--- src/rtl/oled_pkg.sv ---
// Shared definitions for the OLED serial link: command codes, decoder states,
// FIFO entry layout and the receiver register map.
package oled_pkg;

  localparam logic [7:0] CMD_SET_X     = 8'h15;
  localparam logic [7:0] CMD_SET_Y     = 8'h75;
  localparam logic [7:0] CMD_SET_PIXEL = 8'h5C;

  localparam logic [1:0] REG_STATUS = 2'd0;
  localparam logic [1:0] REG_WINDOW = 2'd1;
  localparam logic [1:0] REG_COUNT  = 2'd2;
  localparam logic [1:0] REG_POP    = 2'd3;

  typedef enum logic [2:0] {
    DEC_IDLE  = 3'd0,
    DEC_XARG0 = 3'd1,
    DEC_XARG1 = 3'd2,
    DEC_YARG0 = 3'd3,
    DEC_YARG1 = 3'd4,
    DEC_PIXHI = 3'd5,
    DEC_PIXLO = 3'd6
  } dec_state_e;

  typedef struct packed {
    logic [7:0]  row;
    logic [7:0]  col;
    logic [15:0] pixel;
  } fifo_entry_t;

  // A command byte arriving in one of these states cuts a sequence short.
  function automatic logic cmd_is_proto_err(input dec_state_e s);
    logic r;
    case (s)
      DEC_XARG0, DEC_XARG1, DEC_YARG0, DEC_YARG1, DEC_PIXLO: r = 1'b1;
      default: r = 1'b0;
    endcase
    return r;
  endfunction

endpackage

--- src/rtl/oled_rx_fifo.sv ---
// Synchronous pixel FIFO; a pop in the same cycle frees room for a push into a full FIFO.
module oled_rx_fifo #(
  parameter int DepthLog2 = 3,
  parameter int Width     = 32
) (
  input  logic             clk,
  input  logic             rst,
  input  logic             push,
  input  logic             pop,
  input  logic [Width-1:0] wdata,
  output logic [Width-1:0] rdata,
  output logic             full,
  output logic             empty
);

  localparam int Depth = 2 ** DepthLog2;

  logic [Width-1:0]     mem_r [Depth];
  logic [DepthLog2-1:0] wr_ptr_r;
  logic [DepthLog2-1:0] rd_ptr_r;
  logic [DepthLog2:0]   count_r;
  logic                 do_pop_s;
  logic                 do_push_s;

  assign full      = count_r[DepthLog2];
  assign empty     = (count_r == '0);
  assign do_pop_s  = pop && !empty;
  assign do_push_s = push && (!full || do_pop_s);
  assign rdata     = mem_r[rd_ptr_r];

  // storage array, written only on accepted pushes
  always_ff @(posedge clk) begin
    if (do_push_s) begin
      mem_r[wr_ptr_r] <= wdata;
    end
  end

  // pointers and occupancy
  always_ff @(posedge clk) begin
    if (rst) begin
      wr_ptr_r <= '0;
      rd_ptr_r <= '0;
      count_r  <= '0;
    end else begin
      if (do_push_s) begin
        wr_ptr_r <= wr_ptr_r + DepthLog2'(1);
      end
      if (do_pop_s) begin
        rd_ptr_r <= rd_ptr_r + DepthLog2'(1);
      end
      case ({do_push_s, do_pop_s})
        2'b10:   count_r <= count_r + (DepthLog2 + 1)'(1);
        2'b01:   count_r <= count_r - (DepthLog2 + 1)'(1);
        default: count_r <= count_r;
      endcase
    end
  end

endmodule

--- src/rtl/oled_sdi_receiver.sv ---
// OLED 4-wire serial link receiver/monitor with AHB-Lite register access.
// Optional feature macro: OLED_RX_IRQ_EN adds a registered level IRQ output.
module oled_sdi_receiver
  import oled_pkg::*;
#(
  parameter int FifoDepthLog2 = 3,
  parameter int ColMax        = 95,
  parameter int RowMax        = 63
) (
  input  logic        HCLK,
  input  logic        HRESET,
  input  logic        HSEL,
  input  logic        HREADY,
  input  logic        HWRITE,
  input  logic [1:0]  HTRANS,
  input  logic [2:0]  HSIZE,
  input  logic [31:0] HADDR,
  input  logic [31:0] HWDATA,
  output logic [31:0] HRDATA,
  output logic        HREADYOUT,
  input  logic        nCS,
  input  logic        DnC,
  input  logic        SDIN,
  input  logic        SCLK
`ifdef OLED_RX_IRQ_EN
  ,
  output logic        IRQ
`endif
);

  logic       sclk_q_r;
  logic [7:0] shift_r;
  logic [2:0] bit_cnt_r;
  logic       byte_valid_r;
  logic [7:0] byte_data_r;
  logic       byte_dnc_r;
  logic       sclk_rise_s;
  logic [7:0] shift_next_s;
  logic       frame_set_s;

  dec_state_e state_r, next_state_s;
  logic ld_col_start_s, ld_col_end_s, ld_row_start_s, ld_row_end_s;
  logic ld_pix_hi_s, pix_done_s, proto_set_s;

  logic [7:0]  col_start_r, col_end_r, row_start_r, row_end_r;
  logic [7:0]  cur_col_r, cur_row_r, pix_hi_r;
  logic [15:0] count_r;
  logic        frame_err_r, overflow_r, proto_err_r;

  logic        dp_valid_r, dp_write_r;
  logic [1:0]  dp_addr_r;
  logic        rd_s, wr_status_s, wr_count_s;

  fifo_entry_t fifo_wdata_s;
  logic [31:0] fifo_head_s;
  logic        fifo_full_s, fifo_empty_s, fifo_pop_s, overflow_set_s;
  logic        unused_s;

  assign HREADYOUT    = 1'b1;
  assign unused_s     = ^{HSIZE, HADDR[31:4], HADDR[1:0], HWDATA[31:5], HWDATA[1:0]};
  assign sclk_rise_s  = SCLK && !sclk_q_r && !nCS;
  assign shift_next_s = {shift_r[6:0], SDIN};
  assign frame_set_s  = nCS && (bit_cnt_r != 3'd0);

  // serial deserialiser: MSB first, DnC latched with the last bit
  always_ff @(posedge HCLK) begin
    if (HRESET) begin
      sclk_q_r     <= 1'b0;
      shift_r      <= 8'd0;
      bit_cnt_r    <= 3'd0;
      byte_valid_r <= 1'b0;
      byte_data_r  <= 8'd0;
      byte_dnc_r   <= 1'b0;
    end else begin
      sclk_q_r     <= SCLK;
      byte_valid_r <= 1'b0;
      if (nCS) begin
        bit_cnt_r <= 3'd0;
      end else if (sclk_rise_s) begin
        shift_r   <= shift_next_s;
        bit_cnt_r <= bit_cnt_r + 3'd1;
        if (bit_cnt_r == 3'd7) begin
          byte_valid_r <= 1'b1;
          byte_data_r  <= shift_next_s;
          byte_dnc_r   <= DnC;
        end
      end
    end
  end

  // decoder state register
  always_ff @(posedge HCLK) begin
    if (HRESET) begin
      state_r <= DEC_IDLE;
    end else begin
      state_r <= next_state_s;
    end
  end

  // decoder next state and load strobes; command bytes always restart decoding
  always_comb begin
    next_state_s   = state_r;
    ld_col_start_s = 1'b0;
    ld_col_end_s   = 1'b0;
    ld_row_start_s = 1'b0;
    ld_row_end_s   = 1'b0;
    ld_pix_hi_s    = 1'b0;
    pix_done_s     = 1'b0;
    proto_set_s    = 1'b0;
    if (byte_valid_r && byte_dnc_r) begin
      case (state_r)
        DEC_XARG0: begin ld_col_start_s = 1'b1; next_state_s = DEC_XARG1; end
        DEC_XARG1: begin ld_col_end_s   = 1'b1; next_state_s = DEC_IDLE;  end
        DEC_YARG0: begin ld_row_start_s = 1'b1; next_state_s = DEC_YARG1; end
        DEC_YARG1: begin ld_row_end_s   = 1'b1; next_state_s = DEC_IDLE;  end
        DEC_PIXHI: begin ld_pix_hi_s    = 1'b1; next_state_s = DEC_PIXLO; end
        DEC_PIXLO: begin pix_done_s     = 1'b1; next_state_s = DEC_PIXHI; end
        DEC_IDLE:  begin proto_set_s    = 1'b1; next_state_s = DEC_IDLE;  end
        default:   begin next_state_s   = DEC_IDLE; end
      endcase
    end else if (byte_valid_r) begin
      proto_set_s = cmd_is_proto_err(state_r);
      case (byte_data_r)
        CMD_SET_X:     next_state_s = DEC_XARG0;
        CMD_SET_Y:     next_state_s = DEC_YARG0;
        CMD_SET_PIXEL: next_state_s = DEC_PIXHI;
        default:       next_state_s = DEC_IDLE;
      endcase
    end else begin
      next_state_s = state_r;
    end
  end

  // window, cursor and pixel high byte
  always_ff @(posedge HCLK) begin
    if (HRESET) begin
      col_start_r <= 8'd0;
      col_end_r   <= 8'(ColMax);
      row_start_r <= 8'd0;
      row_end_r   <= 8'(RowMax);
      cur_col_r   <= 8'd0;
      cur_row_r   <= 8'd0;
      pix_hi_r    <= 8'd0;
    end else begin
      if (ld_col_start_s) col_start_r <= byte_data_r;
      if (ld_row_start_s) row_start_r <= byte_data_r;
      if (ld_pix_hi_s)    pix_hi_r    <= byte_data_r;
      if (ld_col_end_s) begin
        col_end_r <= byte_data_r;
        cur_col_r <= col_start_r;
      end
      if (ld_row_end_s) begin
        row_end_r <= byte_data_r;
        cur_row_r <= row_start_r;
      end
      if (pix_done_s) begin
        if (cur_col_r == col_end_r) begin
          cur_col_r <= col_start_r;
          cur_row_r <= (cur_row_r == row_end_r) ? row_start_r : cur_row_r + 8'd1;
        end else begin
          cur_col_r <= cur_col_r + 8'd1;
        end
      end
    end
  end

  assign rd_s        = dp_valid_r && !dp_write_r;
  assign wr_status_s = dp_valid_r && dp_write_r && (dp_addr_r == REG_STATUS);
  assign wr_count_s  = dp_valid_r && dp_write_r && (dp_addr_r == REG_COUNT);
  assign fifo_pop_s  = rd_s && (dp_addr_r == REG_POP) && !fifo_empty_s;
  assign overflow_set_s = pix_done_s && fifo_full_s && !fifo_pop_s;
  assign fifo_wdata_s   = '{row: cur_row_r, col: cur_col_r, pixel: {pix_hi_r, byte_data_r}};

  // pixel count (saturating) and sticky flags; a set beats a same-cycle clear
  always_ff @(posedge HCLK) begin
    if (HRESET) begin
      count_r     <= 16'd0;
      frame_err_r <= 1'b0;
      overflow_r  <= 1'b0;
      proto_err_r <= 1'b0;
    end else begin
      if (wr_count_s) begin
        count_r <= 16'd0;
      end else if (pix_done_s && (count_r != 16'hFFFF)) begin
        count_r <= count_r + 16'd1;
      end
      frame_err_r <= frame_set_s    | (frame_err_r & ~(wr_status_s & HWDATA[2]));
      overflow_r  <= overflow_set_s | (overflow_r  & ~(wr_status_s & HWDATA[3]));
      proto_err_r <= proto_set_s    | (proto_err_r & ~(wr_status_s & HWDATA[4]));
    end
  end

  // AHB address phase capture
  always_ff @(posedge HCLK) begin
    if (HRESET) begin
      dp_valid_r <= 1'b0;
      dp_write_r <= 1'b0;
      dp_addr_r  <= 2'd0;
    end else begin
      dp_valid_r <= HREADY && HSEL && (HTRANS != 2'b00);
      dp_write_r <= HWRITE;
      dp_addr_r  <= HADDR[3:2];
    end
  end

  // read mux for the current data phase
  always_comb begin
    HRDATA = 32'd0;
    if (rd_s) begin
      case (dp_addr_r)
        REG_STATUS: HRDATA = {27'd0, proto_err_r, overflow_r, frame_err_r, fifo_full_s, !fifo_empty_s};
        REG_WINDOW: HRDATA = {row_end_r, row_start_r, col_end_r, col_start_r};
        REG_COUNT:  HRDATA = {16'd0, count_r};
        REG_POP:    HRDATA = fifo_empty_s ? 32'd0 : fifo_head_s;
        default:    HRDATA = 32'd0;
      endcase
    end else begin
      HRDATA = 32'd0;
    end
  end

  oled_rx_fifo #(
    .DepthLog2 (FifoDepthLog2),
    .Width     (32)
  ) u_fifo (
    .clk   (HCLK),
    .rst   (HRESET),
    .push  (pix_done_s),
    .pop   (fifo_pop_s),
    .wdata (fifo_wdata_s),
    .rdata (fifo_head_s),
    .full  (fifo_full_s),
    .empty (fifo_empty_s)
  );

`ifdef OLED_RX_IRQ_EN
  logic irq_r;
  assign IRQ = irq_r;

  // level interrupt: pending pixels or any sticky error
  always_ff @(posedge HCLK) begin
    if (HRESET) begin
      irq_r <= 1'b0;
    end else begin
      irq_r <= !fifo_empty_s | frame_err_r | overflow_r | proto_err_r;
    end
  end
`endif

endmodule
--- config.mk ---
export PLATFORM = sky130hd
export DESIGN_NAME = oled_sdi_receiver
export DESIGN_NICKNAME = d
export VERILOG_FILES = /design/src/rtl/oled_pkg.sv /design/src/rtl/oled_rx_fifo.sv /design/src/rtl/oled_sdi_receiver.sv
export SDC_FILE = /design/constraint.sdc
export NUM_CORES = 1
export LEC_CHECK = 0
export ABC_AREA = 1
export BUFFER_PORTS_ARGS = -buffer_cell sky130_fd_sc_hd__buf_2
export CORE_UTILIZATION = 60
export DETAILED_ROUTE_END_ITERATION = 8
export GPL_ROUTABILITY_DRIVEN = 0
export PLACE_DENSITY = 0.81
export SETUP_SLACK_MARGIN = 0.4
export SKIP_CTS_REPAIR_TIMING = 1
export SLEW_MARGIN = 20
export SYNTH_ARGS = -nofsm -noshare
export SYNTH_HDL_FRONTEND = slang
export SYNTH_SLANG_ARGS = --single-unit
--- constraint.sdc ---
create_clock -name HCLK -period 4.5 [get_ports HCLK]
set_clock_uncertainty 0.2 [all_clocks]
set_input_delay 0.225 -clock HCLK [delete_from_list [all_inputs] [get_ports HCLK]]
set_output_delay 0.225 -clock HCLK [all_outputs]
set_load 0.03 [all_outputs]
Word level (Yosys, flattened, before mapping)
Memories as Yosys holds them, arrays and structs flattened. A register that Yosys moved wholly into a read port is not among the register bits.
Cells that the tools add are included.
W data, S select, Z words.
{"block": "op_classes", "addsub": 8, "reduce_logical": 38, "eq_ne": 18, "bitwise_logic": 14, "mux": 36}
{"cell": "$pmux W32 S4", "count": 1}
{"cell": "$mux W32", "count": 2}
{"cell": "$mux W8", "count": 7}
{"cell": "$mux W1", "count": 19}
{"cell": "$logic_and A1 B1 Y1", "count": 17}
{"cell": "$add A16 B1 Y16 const B", "count": 1}
{"cell": "$add A8 B1 Y8 const B", "count": 2}
{"cell": "$eq A8 B7 Y1 const B", "count": 2}
{"cell": "$eq A8 B8 Y1", "count": 2}
{"cell": "$ne A16 B16 Y1 const B", "count": 1}
{"cell": "$eq A3 B3 Y1 const B", "count": 4}
{"cell": "$mux W3", "count": 4}
{"cell": "$pmux W3 S4", "count": 1}
{"cell": "$add A3 B1 Y3 const B", "count": 3}
{"cell": "$pmux W3 S3", "count": 1}
{"cell": "$eq A8 B5 Y1 const B", "count": 1}
{"cell": "$pmux W4 S2", "count": 1}
{"cell": "$reduce_bool A2 Y1", "count": 4}
{"cell": "$and A1 B1 Y1", "count": 6}
{"cell": "$eq A2 B2 Y1 const B", "count": 3}
{"cell": "$eq A3 B2 Y1 const B", "count": 2}
{"cell": "$logic_not A1 Y1", "count": 6}
{"cell": "$not A1 Y1", "count": 5}
{"cell": "$reduce_or A5 Y1", "count": 1}
{"cell": "other kinds (14)", "count": 18}
{"block": "totals", "memories": 1, "ff_bits": 113, "ram_bits": 256, "in_bits": 78, "wordCells": 139}
{"memory": "u_fifo.mem_r", "depth": 8, "word_bits": 32, "rd": 1, "rd_clocked_by_memory_dff": 1, "wr": 1, "line": "oled_rx_fifo.sv:18", "rtl": "logic [Width-1:0] mem_r [Depth];"}

Longest topological paths before layout
{"block": "depth", "word_depth": 9, "mapped_depth": 16, "depth_no_buf": 16}

Modules after synthesis
A second synthesis with hierarchy kept.
{"block": "hier_totals", "cells_unflattened": 1591, "hier_area_um2": 15984.1}
{"mod": "oled_rx_fifo", "area_each_um2": 10618.9, "cells_each": 813, "n_inst": 1}
{"mod": "oled_sdi_receiver", "area_each_um2": 5365.1, "cells_each": 778, "n_inst": 1}

Worst setup path before layout
No wires, ideal clock.
{"block": "synth_timing", "path_kind": "flip-flop to flip-flop", "startpoint": "reg dp_valid_r", "endpoint": "mem u_fifo.mem_r[7][0], enable pin", "path_stages_with_launch": 9, "arrival_ns": 3.222, "path_slack_ns": 0.617, "setup_time_ns": 0.461, "path_cell_list": "dfxtp_1 -> inv_2 -> nor2_4 -> inv_2 -> nor2_4 -> nand2_4 -> a21oi_4 -> nand2_1 -> nor3_1"}
{"block": "synth_via", "elab_chain_len": 8}
{"item": "start, declared", "line": "oled_sdi_receiver.sv:50", "rtl": "logic dp_valid_r, dp_write_r;"}
{"item": "start signal, assigned", "line": "oled_sdi_receiver.sv:200", "rtl": "dp_valid_r <= HREADY && HSEL && (HTRANS != 2'b00);"}
{"item": "$logic_and A1 B1 Y1", "line": "oled_sdi_receiver.sv:167", "rtl": "assign rd_s = dp_valid_r && !dp_write_r;"}
{"item": "$logic_and A1 B1 Y1 (2 in a row)", "line": "oled_sdi_receiver.sv:170", "rtl": "assign fifo_pop_s = rd_s && (dp_addr_r == REG_POP) && !fifo_empty_s;"}
{"item": "$logic_and A1 B1 Y1", "line": "oled_rx_fifo.sv:27", "rtl": "assign do_pop_s = pop && !empty;"}
{"item": "$logic_or A1 B1 Y1", "line": "oled_rx_fifo.sv:28", "rtl": "assign do_push_s = push && (!full || do_pop_s);"}
{"item": "$logic_and A1 B1 Y1", "line": "oled_rx_fifo.sv:28"}
{"item": "$mux W1", "line": "oled_rx_fifo.sv:33", "rtl": "if (do_push_s) begin"}
{"item": "$mux W1 (not written as such)", "line": "oled_rx_fifo.sv:34", "rtl": "mem_r[wr_ptr_r] <= wdata;"}
{"item": "end, declared", "line": "oled_rx_fifo.sv:18"}
Every way passes these cells.

==> metrics.md <==
| Metric | Value |
|---|---|
| Combinational fraction of design power | roughly 1.2% |
| Max-capacitance violation count | 0 |
| Initial cell density of the core | 61.1% |
| Actual transition at the worst max-transition pin | 0.972 ns |
| Antenna violations before repair | 0 |
| Drt via density | 6.14 |
| Routed length per instance | between 15 and 20 um |
| Power density relative to cell area | 388 nW/um^2 |
| Area of combinational cells with multiple inputs | slightly above 5000 um^2 |
| Count of unique library cells instantiated by Yosys | roughly 40 |
| Internal power | 5.59 mW |
| Aggregate global routing overflow | 0 |
| Final HPWL from detailed placement | approximately 24 mm |
| Part of the power in registers | 52.3% |
| Final sum of negative setup slack | 0 ns |
| Number of endpoints with negative hold slack in the final report | 0 |
| Unrepaired setup endpoints after global routing | no |
| TritonCTS Sinks | 372 |
| Seq/Total Area, Yosys | 63.1% |
| Leakage power summed over all cells | 6.24 nW |
| First-pass GRT wire length | 59.9 mm |
| Post-Syn Nets | ~1700 |
| Drt total wl | 39.3 mm |
| Number of slew-limit violations in the final report | 0 |
| Largest fanout of any net on the critical path | 80 |
| First drt pass iteration count | 8 |
| Arrival time of data at the critical path endpoint | 3.27 ns |
| Avg Synthesized Cell Area | 10.1 um^2 |
| CTS clk-pin slew, worst paths | 0.06 ns |
| Number of core rows | 59 |
| Switching part of the total | 19.3% |
| CTS Root Cell | sky130_fd_sc_hd__clkbuf_16 |
| Maximum resistive drop on vdd | 0.000284 V |
| Worst slack on hold paths | 0.0354 ns |
| Die ar. | 27100 um^2 |
| Leading cell type in the layout, fill and taps excluded | sky130_fd_sc_hd__edfxtp_1 |
| CP Capture Type | output pin |
| Register bit count reported by yosys | approximately 370 |
| Post-route antenna net violation count | 0 |
| # DRC | 0 |
| Signed area change from the synthesized netlist to the final layout | 12.4% |
| Setup CP Type | reg2out |
| HP Class | in2reg |
| Synthesized netlist cell count | roughly 1600 |
| CTS tree | done |
| Layout cells sized above 1 | 10.2% |
| Number of top-level design ports | 111 |
| Setup violations, final | 0 |
| Net count, final | 1700 |
| Status | complete, no violations |
| Clock share of power | a little under half |
| Synthesis warning total | 0 |
| Worst relative slew slack | 35.2% |
| Highest clock frequency the design can meet | approximately 270 MHz |
| Worst-case clock buffer depth | 3 |
| Switching power summed over all nets | 1.34 mW |
| Minimum clock period | approximately 3.7 ns |
| Count of inserted antenna diode cells | 0 |
| Via total after detailed routing | 12100 |
| Count of input and output buffers | 47 |
| Drt initial violations | around 1700 |
| Maximum number of pins on one net before global-route repair | 93 |
| Portion of the clock cycle consumed by the worst path in the final layout | 82.2% |
| CTS Buf Count | 38 |
| Area of the mapped netlist | 15900 um^2 |
| Number of filler instances in the final layout | 1818 |
| Maximum level of the CTS H-tree | 2 |
| Number of global-route vias before repair | 11200 |
| Chip Height | 165 um |
| Leading cell types in the layout, fill and taps excluded | sky130_fd_sc_hd__edfxtp_1, sky130_fd_sc_hd__nor2_1, sky130_fd_sc_hd__o21ai_0 |
| Tot GR Track Use | 29.0% |
| Critical Path RT | ~4.1 ns |
| Flip-flop and latch area | ~10000 um^2 |
| CORE AREA | 26000 um^2 |
| Worst-skew pair later-pin latency | 0.53 ns |
| Die X | 165 um |
| Startpoint type of the worst setup path | register |
per-stage QoR:
stage | setup slack (ns) | total power [mW] | cells | util, % | area (um^2)
after CTS | 0.837 | 6.92 | 1964 | 68.2 | 17700
after global placement | 1.46 | 3.77 | 1894 | 63.2 | 16400
after floorplan | 0.617 | 3.74 | 1569 | - | 15900
after detailed placement | 1.40 | 3.77 | 1894 | 63.2 | 16400
after global routing | 0.612 | 7.06 | 1976 | 68.7 | 17800
final | 0.803 | 6.92 | 1976 | 68.7 | 17800
kinds of logic (layout without fill, tap and decap cells):
group | after synthesis | count (layout) | share of synthesized area [%]
AO/OA/AOI/OAI | 439 | 439 | 15.4
XOR/XNOR | 33 | 33 | 1.82
adder cells (fa/ha/maj) | 11 | 11 | 0.867
buffers and inverters | 185 | 257 | 4.78
flip-flops | 372 | 372 | 63.1
multiplexers | 1 | 1 | 0.0631
other | 1 | 1 | 0.0236
AND/OR/NAND/NOR | 527 | 527 | 14.0
critical path, stage by stage (launching register included):
cell and delay [ns]:
sky130_fd_sc_hd__dfxtp_4 0.60, sky130_fd_sc_hd__clkinv_2 0.64, sky130_fd_sc_hd__buf_12 0.44, sky130_fd_sc_hd__o21ai_0 0.18
sky130_fd_sc_hd__o21ai_0 0.14, sky130_fd_sc_hd__o211ai_1 0.32, sky130_fd_sc_hd__a21oi_1 0.15, sky130_fd_sc_hd__buf_2 0.22
power groups by stage:
stage / clock network, mW / registers, mW / logic [mW]
6_report: 3.22 / 3.62 / 0.0851
5_1_grt: 3.35 / 3.62 / 0.0923
4_1_cts: 3.23 / 3.62 / 0.0750
3_5_place_dp: 0 / 3.69 / 0.0745
3_3_place_gp: 0 / 3.69 / 0.0721
2_1_floorplan: 0 / 3.69 / 0.0496
cells in the mapped netlist (all sizes together):
| cell | n | area, um^2 |
|---|---|---|
| clkbuf | 41 | 154 |
| nor4 | 3 | 18.8 |
| o21ai | 239 | 1200 |
| conb | 1 | 3.75 |
| a31oi | 8 | 50.1 |
| nand2 | 178 | 703 |
| or2 | 2 | 15.0 |
| nand3 | 56 | 293 |
| clkinv | 2 | 7.51 |
| a21oi | 104 | 536 |
| dfxtp | 116 | 2320 |
| buf | 37 | 204 |
| nand4 | 5 | 31.3 |
| o2111a | 1 | 11.3 |
| ha | 11 | 138 |
| o211ai | 76 | 571 |
| xnor2 | 14 | 123 |
| a221oi | 6 | 52.6 |
| nand3b | 2 | 15.0 |
| inv | 105 | 394 |
| nor3 | 14 | 85.1 |
| xor2 | 19 | 166 |
| o22ai | 4 | 25.0 |
| o311ai | 1 | 8.76 |
| nor2 | 267 | 1050 |
| mux2i | 1 | 10.0 |
| edfxtp | 256 | 7690 |
sequential cells by signal (all words and copies together) (netlist names), 2 cells and up, named ones only:
| name | count |
|---|---|
| cur_row_r | 8 |
| byte_data_r | 8 |
| state_r | 3 |
| row_start_r | 8 |
| cur_col_r | 8 |
| col_start_r | 8 |
| u_fifo.rd_ptr_r | 3 |
| u_fifo.count_r | 4 |
| bit_cnt_r | 3 |
| shift_r | 7 |
| count_r | 16 |
| pix_hi_r | 8 |
| dp_addr_r | 2 |
| u_fifo.wr_ptr_r | 3 |
| u_fifo.mem_r | 256 |
| row_end_r | 8 |
| col_end_r | 8 |
worst paths after layout:
check / start / end / slack (ns) / cells past startpoint
max: register / HRDATA[28] / 0.80 / 7
min: HRESET / u_fifo.count_r[0]$_SDFFE_PP0P_ / 0.04 / 2
max reg2reg: dp_valid_r$_SDFF_PP0_ / u_fifo.mem_r[1][20]$_DFFE_PP_ / 1.40 / 9
min reg2reg: u_fifo.rd_ptr_r[2]$_SDFFE_PP0P_ / u_fifo.rd_ptr_r[2]$_SDFFE_PP0P_ / 0.27 / 2
cell type report:
cell class,instances,share of cell area [%]
Clock inverter,9,0.400
Inverter,107,2.26
Multi-Input combinational cell,1012,28.9
Sequential cell,372,56.1
Timing Repair Buffer,80,3.01
Clock buffer,61,6.93
Tap cell,335,2.35
per-layer routing:
metal | vias up | GRT usage (%) | share of wire [%]
met5 | - | 0 | 0
met4 | 0 | 11.6 | 3.6
met1 | 5797 | 40.4 | 40
met3 | 99 | 4.42 | 9.4
met2 | 666 | 46.0 | 48
li1 | 5569 | - | -
Power figures use the tool's default switching activity.
